**config.mk**
```make
export PLATFORM = sky130hd
export DESIGN_NAME = ddr2_refresh_scheduler
export DESIGN_NICKNAME = d
export VERILOG_FILES = /design/src/rtl/ddr2_refresh_scheduler.sv
export SDC_FILE = /design/constraint.sdc
export NUM_CORES = 1
export LEC_CHECK = 0
export BUFFER_PORTS_ARGS = -buffer_cell sky130_fd_sc_hd__buf_2
export CORE_UTILIZATION = 56
export DETAILED_ROUTE_END_ITERATION = 6
export PLACE_DENSITY = 0.84
export SYNTH_ARGS = -nofsm -noshare
export SYNTH_HDL_FRONTEND = slang
export SYNTH_SLANG_ARGS = --single-unit
```
**constraint.sdc**
```tcl
create_clock -name clk -period 2.65 [get_ports clk]
set_input_delay 0.3975 -clock clk [delete_from_list [all_inputs] [get_ports clk]]
set_output_delay 0.3975 -clock clk [all_outputs]
set_load 0.01 [all_outputs]
```
**src/rtl/ddr2_refresh_scheduler.sv**
```systemverilog
`default_nettype none
// ============================================================================
//  Module      : ddr2_refresh_scheduler
//  Description : AUTO REFRESH scheduler. Times tREFI intervals, accumulates
//                owed refreshes (postponement up to MAX_POSTPONE), requests
//                refresh slots via req/ack and holds the device off for tRFC.
//  Revision    : 1.0 - initial release
// ============================================================================
module ddr2_refresh_scheduler #(
    parameter int TREFI_CLK     = 1560,
    parameter int TRFC_CLK      = 26,
    parameter int MAX_POSTPONE  = 8,
    parameter int URGENT_THRESH = 4
) (
    input  logic        clk,
    input  logic        reset,
    input  logic        enable_i,
    input  logic        ref_ack_i,
    output logic        ref_req_o,
    output logic        ref_urgent_o,
    output logic        trfc_busy_o,
    output logic [3:0]  pending_o,
    output logic        overflow_o,
    output logic        proto_err_o,
    output logic [31:0] refresh_cnt_o
);

    localparam int ICW = (TREFI_CLK > 1) ? $clog2(TREFI_CLK) : 1;
    localparam int TCW = (TRFC_CLK > 1) ? $clog2(TRFC_CLK) : 1;

    localparam logic [ICW-1:0] INT_LAST  = ICW'(TREFI_CLK - 1);
    localparam logic [TCW-1:0] TRFC_LOAD = TCW'(TRFC_CLK - 1);
    localparam logic [3:0]     PEND_MAX  = 4'(MAX_POSTPONE);
    localparam logic [3:0]     PEND_URG  = 4'(URGENT_THRESH);

    typedef enum logic [1:0] {
        ST_IDLE = 2'd0,
        ST_REQ  = 2'd1,
        ST_TRFC = 2'd2
    } state_t;

    state_t         state;
    state_t         state_nx;
    logic [ICW-1:0] int_cnt;
    logic [TCW-1:0] trfc_cnt;
    logic [TCW-1:0] trfc_nx;
    logic [3:0]     pending;
    logic [3:0]     pending_nx;
    logic           tick;
    logic           ack_ok;

    // Tick fires on the TREFI_CLK-th enabled cycle; acks only count while requesting.
    assign tick   = enable_i && (int_cnt == INT_LAST);
    assign ack_ok = (state == ST_REQ) && ref_ack_i;

    // Interval counter: held at zero while disabled so re-enable restarts a full interval.
    always_ff @(posedge clk or posedge reset) begin
        if (reset) begin
            int_cnt <= '0;
        end else if (!enable_i || tick) begin
            int_cnt <= '0;
        end else begin
            int_cnt <= int_cnt + ICW'(1);
        end
    end

    // Next-state, owed-refresh count and tRFC countdown.
    always_comb begin
        state_nx   = state;
        trfc_nx    = trfc_cnt;
        pending_nx = pending;

        // Disabling clears the debt even if an ack is accepted in the same cycle.
        if (!enable_i) begin
            pending_nx = 4'd0;
        end else if (tick && !ack_ok) begin
            pending_nx = (pending == PEND_MAX) ? pending : pending + 4'd1;
        end else if (ack_ok && !tick) begin
            pending_nx = pending - 4'd1;
        end

        case (state)
            ST_IDLE: begin
                if (pending_nx != 4'd0) begin
                    state_nx = ST_REQ;
                end
            end
            ST_REQ: begin
                if (ack_ok) begin
                    state_nx = ST_TRFC;
                    trfc_nx  = TRFC_LOAD;
                end else if (!enable_i) begin
                    state_nx = ST_IDLE;
                end
            end
            ST_TRFC: begin
                // A started tRFC window always runs to completion.
                if (trfc_cnt == '0) begin
                    state_nx = (pending_nx != 4'd0) ? ST_REQ : ST_IDLE;
                end else begin
                    trfc_nx = trfc_cnt - TCW'(1);
                end
            end
            default: begin
                state_nx = ST_IDLE;
            end
        endcase
    end

    // State, pending and tRFC registers.
    always_ff @(posedge clk or posedge reset) begin
        if (reset) begin
            state    <= ST_IDLE;
            pending  <= 4'd0;
            trfc_cnt <= '0;
        end else begin
            state    <= state_nx;
            pending  <= pending_nx;
            trfc_cnt <= trfc_nx;
        end
    end

    // Sticky error flags and the accepted-refresh counter.
    always_ff @(posedge clk or posedge reset) begin
        if (reset) begin
            overflow_o    <= 1'b0;
            proto_err_o   <= 1'b0;
            refresh_cnt_o <= 32'd0;
        end else begin
            if (tick && !ack_ok && (pending == PEND_MAX)) begin
                overflow_o <= 1'b1;
            end
            if (ref_ack_i && (state != ST_REQ)) begin
                proto_err_o <= 1'b1;
            end
            if (ack_ok) begin
                refresh_cnt_o <= refresh_cnt_o + 32'd1;
            end
        end
    end

    // Outputs decoded from registered state only.
    assign ref_req_o    = (state == ST_REQ);
    assign trfc_busy_o  = (state == ST_TRFC);
    assign ref_urgent_o = (pending >= PEND_URG);
    assign pending_o    = pending;

endmodule
`default_nettype wire

```
==> impl_metrics.json <==
{
  "synth_seq_area_share": 0.506,
  "postCtsSetupBuffers": 0,
  "die_w_um": 72.4,
  "gp_congestion": 0.843,
  "port_buffers": 44,
  "yosysWarnings": 0,
  "grt_usage": 0.216,
  "die_y_um": 72.4,
  "drc": 0,
  "maxSlewHeadroom": 0.539,
  "fin_crit_ps": 2440,
  "dieArea_um2": 5230,
  "clk_latency_ps": 310,
  "hold_violations": 0,
  "core_um2": 4750,
  "synth_edf_count": 0,
  "grt_pass1_vias": 1977,
  "yosysTopAreaCellShare": 0.506,
  "period_share": 0.922,
  "via_count": 2072,
  "clockBufferDepth": 2,
  "synth-seq-cells": 56,
  "ioPinCount": 45,
  "clock.fmax_mhz": 409,
  "path_cells": "inv_1 > ha_1 > nand2_1 > nor4_1 > xnor2_1 > nor2_2 > a311o_1 > o31a_1 > mux2_4",
  "vdd_ir_drop_max_mv": 0.450,
  "fin_skew_ps": 11.4,
  "intPower_uw": 1370,
  "status": "completed",
  "fin_nets": 328,
  "slew_violations": 0,
  "ctsResizeCount": 0,
  "r2r-start": "state[1]",
  "clk_pin_slew_ps": 100,
  "rrSetupSlack_ps": 210,
  "rr_worst_depth": 9,
  "power.density_nw_per_um2": 655,
  "crit_slowest_cell": "dfrtp_1",
  "seq_power_share": 0.498,
  "wire_per_inst_um": 13.8,
  "hold_buffers": 0,
  "syn_nets": 280,
  "swShare": 0.338,
  "synth_area_um2": 2770,
  "p_sw_uw": 700,
  "synth_area_leaders": "dfrtp_1, xnor2_1, ha_1, nand2_1, xor2_1",
  "vias_per_cell": 5.42,
  "root_buffer": "clkbuf_8",
  "max_stage_delay_ps": 420,
  "regToRegEndpoint": "state[1]",
  "place_hpwl_um": 3780,
  "yosysTopAreaCell": "dfrtp_1",
  "setup_viol": 0,
  "drive_gt1_frac": 0.206,
  "antennaDiodeCount": 0,
  "drtIter0Drc": 132,
  "firstDrtPassIters": 4,
  "required_ps": 2850,
  "antenna_found_initial": 0,
  "initial_utilization": 0.583,
  "worst_slew_pin_slew_ps": 692,
  "hold_path_class": "input pin to asynchronous set/reset pin",
  "critPathArrivalTime_ps": 2640,
  "grt_max_degree": 57,
  "hold_ws_ps": 253,
  "synth.distinct_cells": 44,
  "cp-start-kind": "flip-flop",
  "htreeDepth": 2,
  "numCtsBuffers": 5,
  "cap_violations": 0,
  "syn_inst": 266,
  "rsz0062_at_grt": "false",
  "area_growth_pct": 14.1,
  "p_leak_uw": 0.00159,
  "clkPwrFrac": 0.227,
  "grt_pass1_wl_um": 8890,
  "rows": 25,
  "async_flop_share": 1.00,
  "cts.sinks": 56,
  "ant_nets": 0,
  "syn_area_per_cell_um2": 10.4,
  "endpoint_kind": "flip-flop",
  "cts_tree": "done",
  "globalRouteOverflowTotal": 0,
  "finalSetupTns_ps": 0,
  "crit_fanout": 6,
  "routed_wl_um": 5260,
  "p_comb_frac": 0.274,
  "critical_path_class": "flip-flop to flip-flop",
  "synth_flop_cell": "dfrtp_1"
}
## kinds of logic (layout without fill, tap and decap cells)
logic type / count (synthesis) / in the layout / synth area share
compound gates: 22 / 22 / 0.0560
flops: 56 / 56 / 0.506
mux: 4 / 4 / 0.0163
fa+ha+maj: 10 / 10 / 0.0451
buf+inv: 16 / 65 / 0.0221
xor+xnor: 44 / 44 / 0.139
simple gates: 114 / 114 / 0.216
## state kept, by name, summed over array words and instances (netlist names)
register,count
int_cnt,11
pending_o,4
trfc_cnt,5
state,2
proto_err_o,1
overflow_o,1
refresh_cnt_o,32
## worst max-delay path by stage
| stage | endpoint | slack, ps | depth (start not counted) | start |
|---|---|---|---|---|
| after floorplan | state[1] | 180 | 10 | state[1] |
| after global placement | state[1] | 280 | 9 | state[1] |
| after detailed placement | state[1] | 230 | 9 | state[1] |
| after CTS | state[1] | 210 | 9 | state[1] |
| after global routing | state[1] | 60 | 9 | state[1] |
| final | state[1] | 210 | 9 | state[1] |
## per-stage QoR
step | instances | power, µW | setup WS (ps) | utilization | cell area (µm²)
after CTS | 382 | 2080 | 210 | 0.665 | 3160
after global placement | 374 | 1590 | 282 | 0.647 | 3070
after detailed placement | 374 | 1610 | 230 | 0.647 | 3070
after floorplan | 266 | 1430 | 179 | - | 2770
after global routing | 382 | 2200 | 60.3 | 0.665 | 3160
final | 382 | 2070 | 208 | 0.665 | 3160
## cell type report
| class | count | area (µm²) |
|---|---|---|
| Multi-Input combinational cell | 194 | 1310 |
| Sequential cell | 56 | 1400 |
| Inverter | 10 | 37.5 |
| Timing Repair Buffer | 47 | 243 |
| Tap cell | 67 | 83.8 |
| Clock buffer | 6 | 72.6 |
| Fill cell | 373 | 1590 |
| Clock inverter | 2 | 16.3 |
## routing by layer
layer | vias up | share of wire | track usage
met5 | - | 0 | 0
met4 | 0 | 0.015 | 0.0893
met3 | 7 | 0.042 | 0.0319
met2 | 59 | 0.49 | 0.358
met1 | 1014 | 0.45 | 0.285
li1 | 992 | - | -
## placed cells by master (no fill, tap or decap), types with 2 or more instances in the layout
master    instances
nand2b_1          2
buf_2            44
ha_1             10
nor3_1            2
nand4_1           7
and3_1            7
dfrtp_1          56
nand3_1          19
nor2_1           25
xor2_1           11
buf_4             3
o21ai_0           8
mux2i_1           3
a22o_1            2
xnor2_1          33
inv_1             9
nand2_1          29
clkbuf_8          5
and4_1            4
and2_1            7
## critical path, delay by kind of cell (launching register included)
kind | cells | cell delay [ps]
DFF | 1 | 420
xor gates and xnor gates | 1 | 180
adders and majority gates | 1 | 230
muxes | 1 | 300
AOI/OAI and AO/OA | 2 | 660
and+or+nand+nor | 3 | 450
buffers and inverters | 1 | 90
## synth_stat cells, drive strengths merged (2+ instances only)
library cell / n
dfrtp: 56
ha: 10
a22o: 2
o21ai: 8
clkbuf: 5
nor3: 2
xnor2: 33
nand3: 20
nand4: 7
inv: 10
and2: 7
nand2b: 2
mux2i: 3
and4: 4
nor2: 26
nand2: 30
xor2: 11
and3: 9
## power by group through the flow
stage,sequential (µW),combinational [µW],clock (µW)
finish,1030,568,471
floorplan,1040,394,0
global route,1050,633,518
detailed placement,1050,565,0
CTS,1030,571,480
global placement,1040,546,0
Power figures use the tool's default switching activity.
